$ cat src/rtl/request_arbiter.sv
// rtl/request_arbiter.sv - arbitrates fetch and data clients onto one shared memory bus
// Optional performance counters are enabled by defining REQUEST_ARBITER_PERF_EN.
module request_arbiter #(
  parameter int ADDR_W       = 32,
  parameter int DATA_W       = 32,
  parameter int STARVE_LIMIT = 4,
  parameter int CNT_W        = 16
) (
  input  logic                  CLK,
  input  logic                  RST,
  input  logic                  i_req,
  input  logic [ADDR_W-1:0]     i_addr,
  output logic [DATA_W-1:0]     i_rdata,
  output logic                  i_valid,
  input  logic                  d_ren,
  input  logic                  d_wen,
  input  logic [ADDR_W-1:0]     d_addr,
  input  logic [DATA_W-1:0]     d_wdata,
  input  logic [DATA_W/8-1:0]   d_strb,
  output logic [DATA_W-1:0]     d_rdata,
  output logic                  d_valid,
  output logic                  mem_ren,
  output logic                  mem_wen,
  output logic [ADDR_W-1:0]     mem_addr,
  output logic [DATA_W-1:0]     mem_wdata,
  output logic [DATA_W/8-1:0]   mem_strb,
  input  logic [DATA_W-1:0]     mem_rdata,
  input  logic                  mem_ready,
  output logic                  stall
`ifdef REQUEST_ARBITER_PERF_EN
  ,
  output logic [CNT_W-1:0]      perf_ifetch,
  output logic [CNT_W-1:0]      perf_dacc,
  output logic [CNT_W-1:0]      perf_stall
`endif
);

  localparam logic [1:0] IDLE = 2'd0;
  localparam logic [1:0] IBUS = 2'd1;
  localparam logic [1:0] DBUS = 2'd2;
  localparam logic [1:0] RESP = 2'd3;
  localparam logic [3:0] LIMIT = 4'(STARVE_LIMIT);

  if (STARVE_LIMIT < 1 || STARVE_LIMIT > 15 || (DATA_W % 8) != 0 || CNT_W < 1) begin : g_bad_param
    $error("request_arbiter: illegal parameter combination");
  end

  logic [1:0] state;
  logic [3:0] starve_cnt;
  logic       d_req;
  logic       starved;

  assign d_req   = d_ren | d_wen;
  assign starved = i_req && (starve_cnt == LIMIT);
  assign stall   = (i_req & ~i_valid) | (d_req & ~d_valid);

  always_ff @(posedge CLK) begin
    if (RST) begin
      state      <= IDLE;
      starve_cnt <= '0;
      mem_ren    <= 1'b0;
      mem_wen    <= 1'b0;
      mem_addr   <= '0;
      mem_wdata  <= '0;
      mem_strb   <= '0;
      i_rdata    <= '0;
      i_valid    <= 1'b0;
      d_rdata    <= '0;
      d_valid    <= 1'b0;
    end else begin
      i_valid <= 1'b0;
      d_valid <= 1'b0;
      case (state)
        IDLE: begin
          if (d_req && !starved) begin
            // A simultaneous read and write request is issued as a write.
            state     <= DBUS;
            mem_addr  <= d_addr;
            mem_wdata <= d_wdata;
            mem_strb  <= d_wen ? d_strb : '1;
            mem_ren   <= ~d_wen;
            mem_wen   <= d_wen;
            if (!i_req) begin
              starve_cnt <= '0;
            end else if (starve_cnt != LIMIT) begin
              starve_cnt <= starve_cnt + 4'd1;
            end
          end else if (i_req) begin
            state      <= IBUS;
            mem_addr   <= i_addr;
            mem_wdata  <= '0;
            mem_strb   <= '1;
            mem_ren    <= 1'b1;
            mem_wen    <= 1'b0;
            starve_cnt <= '0;
          end else begin
            starve_cnt <= '0;
          end
        end
        IBUS: begin
          if (mem_ready) begin
            i_rdata <= mem_rdata;
            i_valid <= 1'b1;
            mem_ren <= 1'b0;
            mem_wen <= 1'b0;
            state   <= RESP;
          end
        end
        DBUS: begin
          if (mem_ready) begin
            if (!mem_wen) begin
              d_rdata <= mem_rdata;
            end
            d_valid <= 1'b1;
            mem_ren <= 1'b0;
            mem_wen <= 1'b0;
            state   <= RESP;
          end
        end
        default: begin
          state <= IDLE;
        end
      endcase
    end
  end

`ifdef REQUEST_ARBITER_PERF_EN
  always_ff @(posedge CLK) begin
    if (RST) begin
      perf_ifetch <= '0;
      perf_dacc   <= '0;
      perf_stall  <= '0;
    end else begin
      if (i_valid && perf_ifetch != '1) perf_ifetch <= perf_ifetch + CNT_W'(1);
      if (d_valid && perf_dacc != '1)   perf_dacc   <= perf_dacc + CNT_W'(1);
      if (stall && perf_stall != '1)    perf_stall  <= perf_stall + CNT_W'(1);
    end
  end
`endif

endmodule

$ cat config.mk
export PLATFORM = sky130hd
export DESIGN_NAME = request_arbiter
export DESIGN_NICKNAME = d
export VERILOG_FILES = /design/src/rtl/request_arbiter.sv
export SDC_FILE = /design/constraint.sdc
export NUM_CORES = 1
export LEC_CHECK = 0
export CAP_MARGIN = 30
export CORE_MARGIN = 1.5
export CORE_UTILIZATION = 40
export CTS_CLUSTER_SIZE = 12
export DETAILED_ROUTE_END_ITERATION = 12
export PLACE_DENSITY = 0.8
export SLEW_MARGIN = 15
export SYNTH_ARGS = -nofsm -noshare
export SYNTH_HDL_FRONTEND = slang
export SYNTH_SLANG_ARGS = --single-unit
$ cat constraint.sdc
create_clock -name CLK -period 2.5 [get_ports CLK]
set_clock_uncertainty 0.15 [all_clocks]
set_input_delay 0.5 -clock CLK [delete_from_list [all_inputs] [get_ports CLK]]
set_output_delay 0.5 -clock CLK [all_outputs]
set_load 0.01 [all_outputs]
Word-level counts from Yosys, hierarchy flattened
Cells that the tools add are included.
{"block": "word_totals", "register_bits": 142, "latch_bits": 0, "ramBits": 0, "rom_bits": 0, "inputBits": 138, "word_cells": 66, "n_memories": 0}
{"block": "op_classes", "add_sub_neg": 1, "mul": 0, "div": 0, "n_lt_le_gt_ge": 0, "eq_ne": 7, "shift": 0, "n_mux": 22, "n_bitwise": 10, "n_reduce_logical": 15}
{"op": "32-bit 2-to-1 mux", "count": 4}
{"op": "4-bit 2-to-1 mux", "count": 6}
{"op": "2-bit AND reduction", "count": 4}
{"op": "1-bit 2-to-1 mux", "count": 6}
{"op": "2-bit 2-to-1 mux", "count": 3}
{"op": "1-bit inverter", "count": 6}
{"op": "3-bit AND reduction", "count": 2}
{"op": "2-bit OR reduction", "count": 3}
{"op": "4-bit by 1-bit adder with 4-bit output (second input constant)", "count": 1}
{"op": "4-bit by 3-bit equality test with 1-bit output (second input constant)", "count": 1}
{"op": "4-bit by 3-bit != test with 1-bit output (second input constant)", "count": 1}
{"op": "1-bit one-hot mux with 2 select lines", "count": 2}
{"op": "2-bit one-hot mux with 2 select lines", "count": 1}
{"op": "2-bit nonzero test", "count": 2}
{"op": "3-bit by 2-bit != test with 1-bit output (second input constant)", "count": 1}
{"op": "3-bit != test (second input constant)", "count": 1}
{"op": "1-bit AND", "count": 2}
{"op": "2-bit by 1-bit equality test with 1-bit output (second input constant)", "count": 1}
{"op": "2-bit equality test (second input constant)", "count": 1}
{"op": "1-bit logical AND", "count": 2}
{"op": "2-bit logical NOT", "count": 1}
{"op": "2-bit by 1-bit != test with 1-bit output (second input constant)", "count": 1}
{"op": "1-bit OR", "count": 2}
{"op": "1-bit logical NOT", "count": 1}

Longest topological paths before layout
{"block": "logic_depth", "depth_word": 6, "depth_mapped": 7}

Least setup slack after synthesis
OpenSTA, ideal clock, no wires.
{"block": "synth_timing", "path_kind": "input to output", "startpoint": "in d_wen", "endpoint": "out stall", "arrival_time_ns": 1.273, "t_required_ns": 1.850, "setup_slack_ns": 0.577, "stages": 4, "n_path_buf": 2, "path_cell_list": "buf_2 -> nor2_1 -> clkbuf_1 -> o22ai_1"}
{"block": "synth_via", "elab_chain_len": 3}
{"element": "start, declared", "line": "16", "text": "input logic d_wen,"}
{"element": "1-bit OR", "line": "53", "text": "assign d_req = d_ren | d_wen;"}
{"element": "1-bit AND", "line": "55", "text": "assign stall = (i_req & ~i_valid) | (d_req & ~d_valid);"}
{"element": "1-bit OR", "line": "55"}
{"element": "end, declared", "line": "29", "text": "output logic stall"}
No other way between the ends.

Final worst setup path
{"block": "layout_timing", "startpoint": "in d_ren", "endpoint": "out stall"}
{"block": "layout_via", "elab_chain_len": 3}
{"element": "start, declared", "line": "15", "text": "input logic d_ren,"}
{"element": "1-bit OR", "line": "53"}
{"element": "1-bit AND", "line": "55"}
{"element": "1-bit OR", "line": "55"}
No other way between the ends.

==> qor.txt <==
Status - complete, no violations
Die Wd - 120 um
Setup Viol. Count Final - 0
Synth area leaders - dfxtp_1 52%, nand2_1 9.0%, a21oi_1 9.0%
Asr flop ratio synth - 0%
Core ar. - 0.0132 mm2
RSZ-0062 raised after global routing - no
Initial core utilization - 41.1%
Synth cell types - 41
Static leakage - 0.00319 uW
Level count of the clock H-tree - 4
Clock sinks - 142
Most frequent cell after synthesis - dfxtp_1
Arr. time, crit path - 1.80 ns
Core Util, Final - 67.7%
# resized after CTS - 0
Mapped Nets - 795
CTS Root Cell - clkbuf_16
Simple-Gate Fraction of Synth Area - 13.8%
Drt via density - 5.32
DR pass1 iterations - 5
Antenna diodes - 0
Total power - 8550 uW
Post-placement setup slack - -0.0459 ns
Initial DRC Count - 489
Port Buffers - 274
Clock-pin transition on the worst setup and hold timing paths - 0.06 ns
Hold Path Class - input pin to register
Area fraction in compound gates after synthesis - 26.9%
Post-synthesis sequential area ratio - 52.2%
Final nets - 1048
Relative slew slack - 52.3%
Kind of critical path - input pin to primary output
Pin count of the biggest net entering global routing - 52
M1 wire length - 7400 um
Routed WL - 18000 um
First-pass GRT wire length - 28300 um
Least-Margin Pin Slew - 0.716 ns
Syn_area_per_cell - 8.38 um2
PD cells - 954 mW/mm2
Cts hold-fix bufs - 0
Final instance area - 0.00897 mm2
Synth Area in XOR/XNOR - 0.322%
DP Area - 0.00837 mm2
Fmax - 408 MHz
Area growth, synth to finish - 64.6%
DR DRC count - 0
Per-cell routed wire length - 16.5 um
DR WL met2 - 8640 um
EDFF count, synth - 0
WL met3 - 1510 um
Final min period - 2.45 ns
CTS tree - yes
CTS Buffer Depth - 2
Area share of fa/ha/maj cells after synthesis - 1.61%
Grt total ovfl - 0
Vias in the first global route - 5533
Number of CTS-inserted buffers - 17
Worst Path Max Fanout - 2
# rows - 42
Post-Synthesis Cell Area - 0.00545 mm2
Top cells by instance count after synthesis - 142 x dfxtp_1, 131 x nand2_1, 98 x a21oi_1
Final period util - 98.0%
Worst setup SP type - input pin
Post-DP HPWL - 12200 um
Worst skew pair latency - 0.41 ns
Synth area leader - dfxtp_1
Nature of the critical path endpoint - primary output
Multiplexer area fraction after synthesis - 0.184%
Gr usage total - 24.9%
Yosys synthesis warning count - 0
Main combinational cell family by area after synthesis - compound AO/OA/AOI/OAI gates
Max-slew violations - 0
Final antenna-violating net count - 0
Die height - 120 um
Most used DFF post-synth - dfxtp_1
#FFs+latches synth - 142
Max-Cap Viols - 0
Peak VDD IR - 614 uV
Die Area - 0.0143 mm2
I/O pins - 275
Cell count after synthesis - 650
Routed vias - 5802
PnR worst setup slack - 0.0504 ns
Setup Buffers After CTS - 0
Share of cells above drive strength 1 - 6.89%
Final Hold Violating Endpoints - 0
Top Layer Used - met4
CP Data Required Time - 1.85 ns
Initial antenna violation count - 0
Post-synth top area share - 52.2%
RD Place Congestion - 0.802
## layout by cell type (no fill, tap or decap), drive strengths merged, types with 2 or more instances in the layout
cell / count
a211oi: 2
a21oi: 98
a31oi: 32
a32oi: 32
buf: 24
bufinv: 2
clkbuf: 18
clkdlybuf4s50: 273
clkinvlp: 3
dfxtp: 142
ha: 7
inv: 13
nand2: 131
nand3: 3
nand4: 2
nor2: 36
o21ai: 64
o221a: 4
o311ai: 2
o31ai: 4
o32ai: 2
or2: 2
xor2: 2
## power breakdown
part | total, uW | leakage (uW) | internal (uW) | switching (uW)
logic | 2980 | 0.00174 | 1540 | 1440
clock network | 2540 | 0.000283 | 1520 | 1020
registers | 3030 | 0.00116 | 2770 | 267
total | 8550 | 0.00319 | 5830 | 2720
## cells by family (layout without fill, tap and decap cells)
kind of cell,Yosys count,count (layout)
mux,1,1
fa+ha+maj,7,7
simple gates,185,185
compound gates,244,244
xor+xnor,2,2
flops,142,142
buf+inv,69,334
## stage by stage
stage	cells	hold slack, ns	setup TNS [ns]
global route	1091	0.182	0
CTS	1091	0.163	0
floorplan	650	0.319	0
global placement	1060	0.291	0
detailed placement	1060	0.296	-0.0764
finish	1091	0.186	0
## per-layer routing
metal / vias up / global-route usage (%)
met5: - / 0
met4: 0 / 10.4
met3: 30 / 8.03
met2: 258 / 41.2
met1: 2707 / 29.7
li1: 2807 / -
## final timing paths
check,from,to,slack [ns],depth (start not counted)
max,d_ren,stall,0.05,4
min reg2reg,i_rdata[15]$_SDFFE_PP0P_,i_rdata[15]$_SDFFE_PP0P_,0.30,2
min,RST,starve_cnt[2]$_SDFFE_PP0P_,0.19,2
max reg2reg,state[0]$_SDFFE_PP0P_,mem_wen$_SDFFE_PP0P_,0.49,5
## worst max-delay path, cell delays in order
cell and delay, ns:
clkdlybuf4s50_1 0.52, nor2_2 0.07, o22ai_1 0.10, clkdlybuf4s50_1 0.61
## area by class of cell
type | count | area (um2)
Timing Repair Buffer | 297 | 2950
Tap cell | 176 | 220
Clock inverter | 13 | 155
Clock buffer | 18 | 439
Sequential cell | 142 | 2840
Fill cell | 1117 | 4280
Inverter | 6 | 22.5
Multi-Input combinational cell | 439 | 2340
## registers in the layout (all words and copies together), names as in the netlist
| name | flops |
|---|---|
| mem_ren | 1 |
| state | 2 |
| d_rdata | 32 |
| i_valid | 1 |
| mem_addr | 32 |
| mem_wdata | 32 |
| mem_strb | 4 |
| d_valid | 1 |
| mem_wen | 1 |
| starve_cnt | 4 |
| i_rdata | 32 |
No activity file was read; power rests on OpenSTA's default activity.
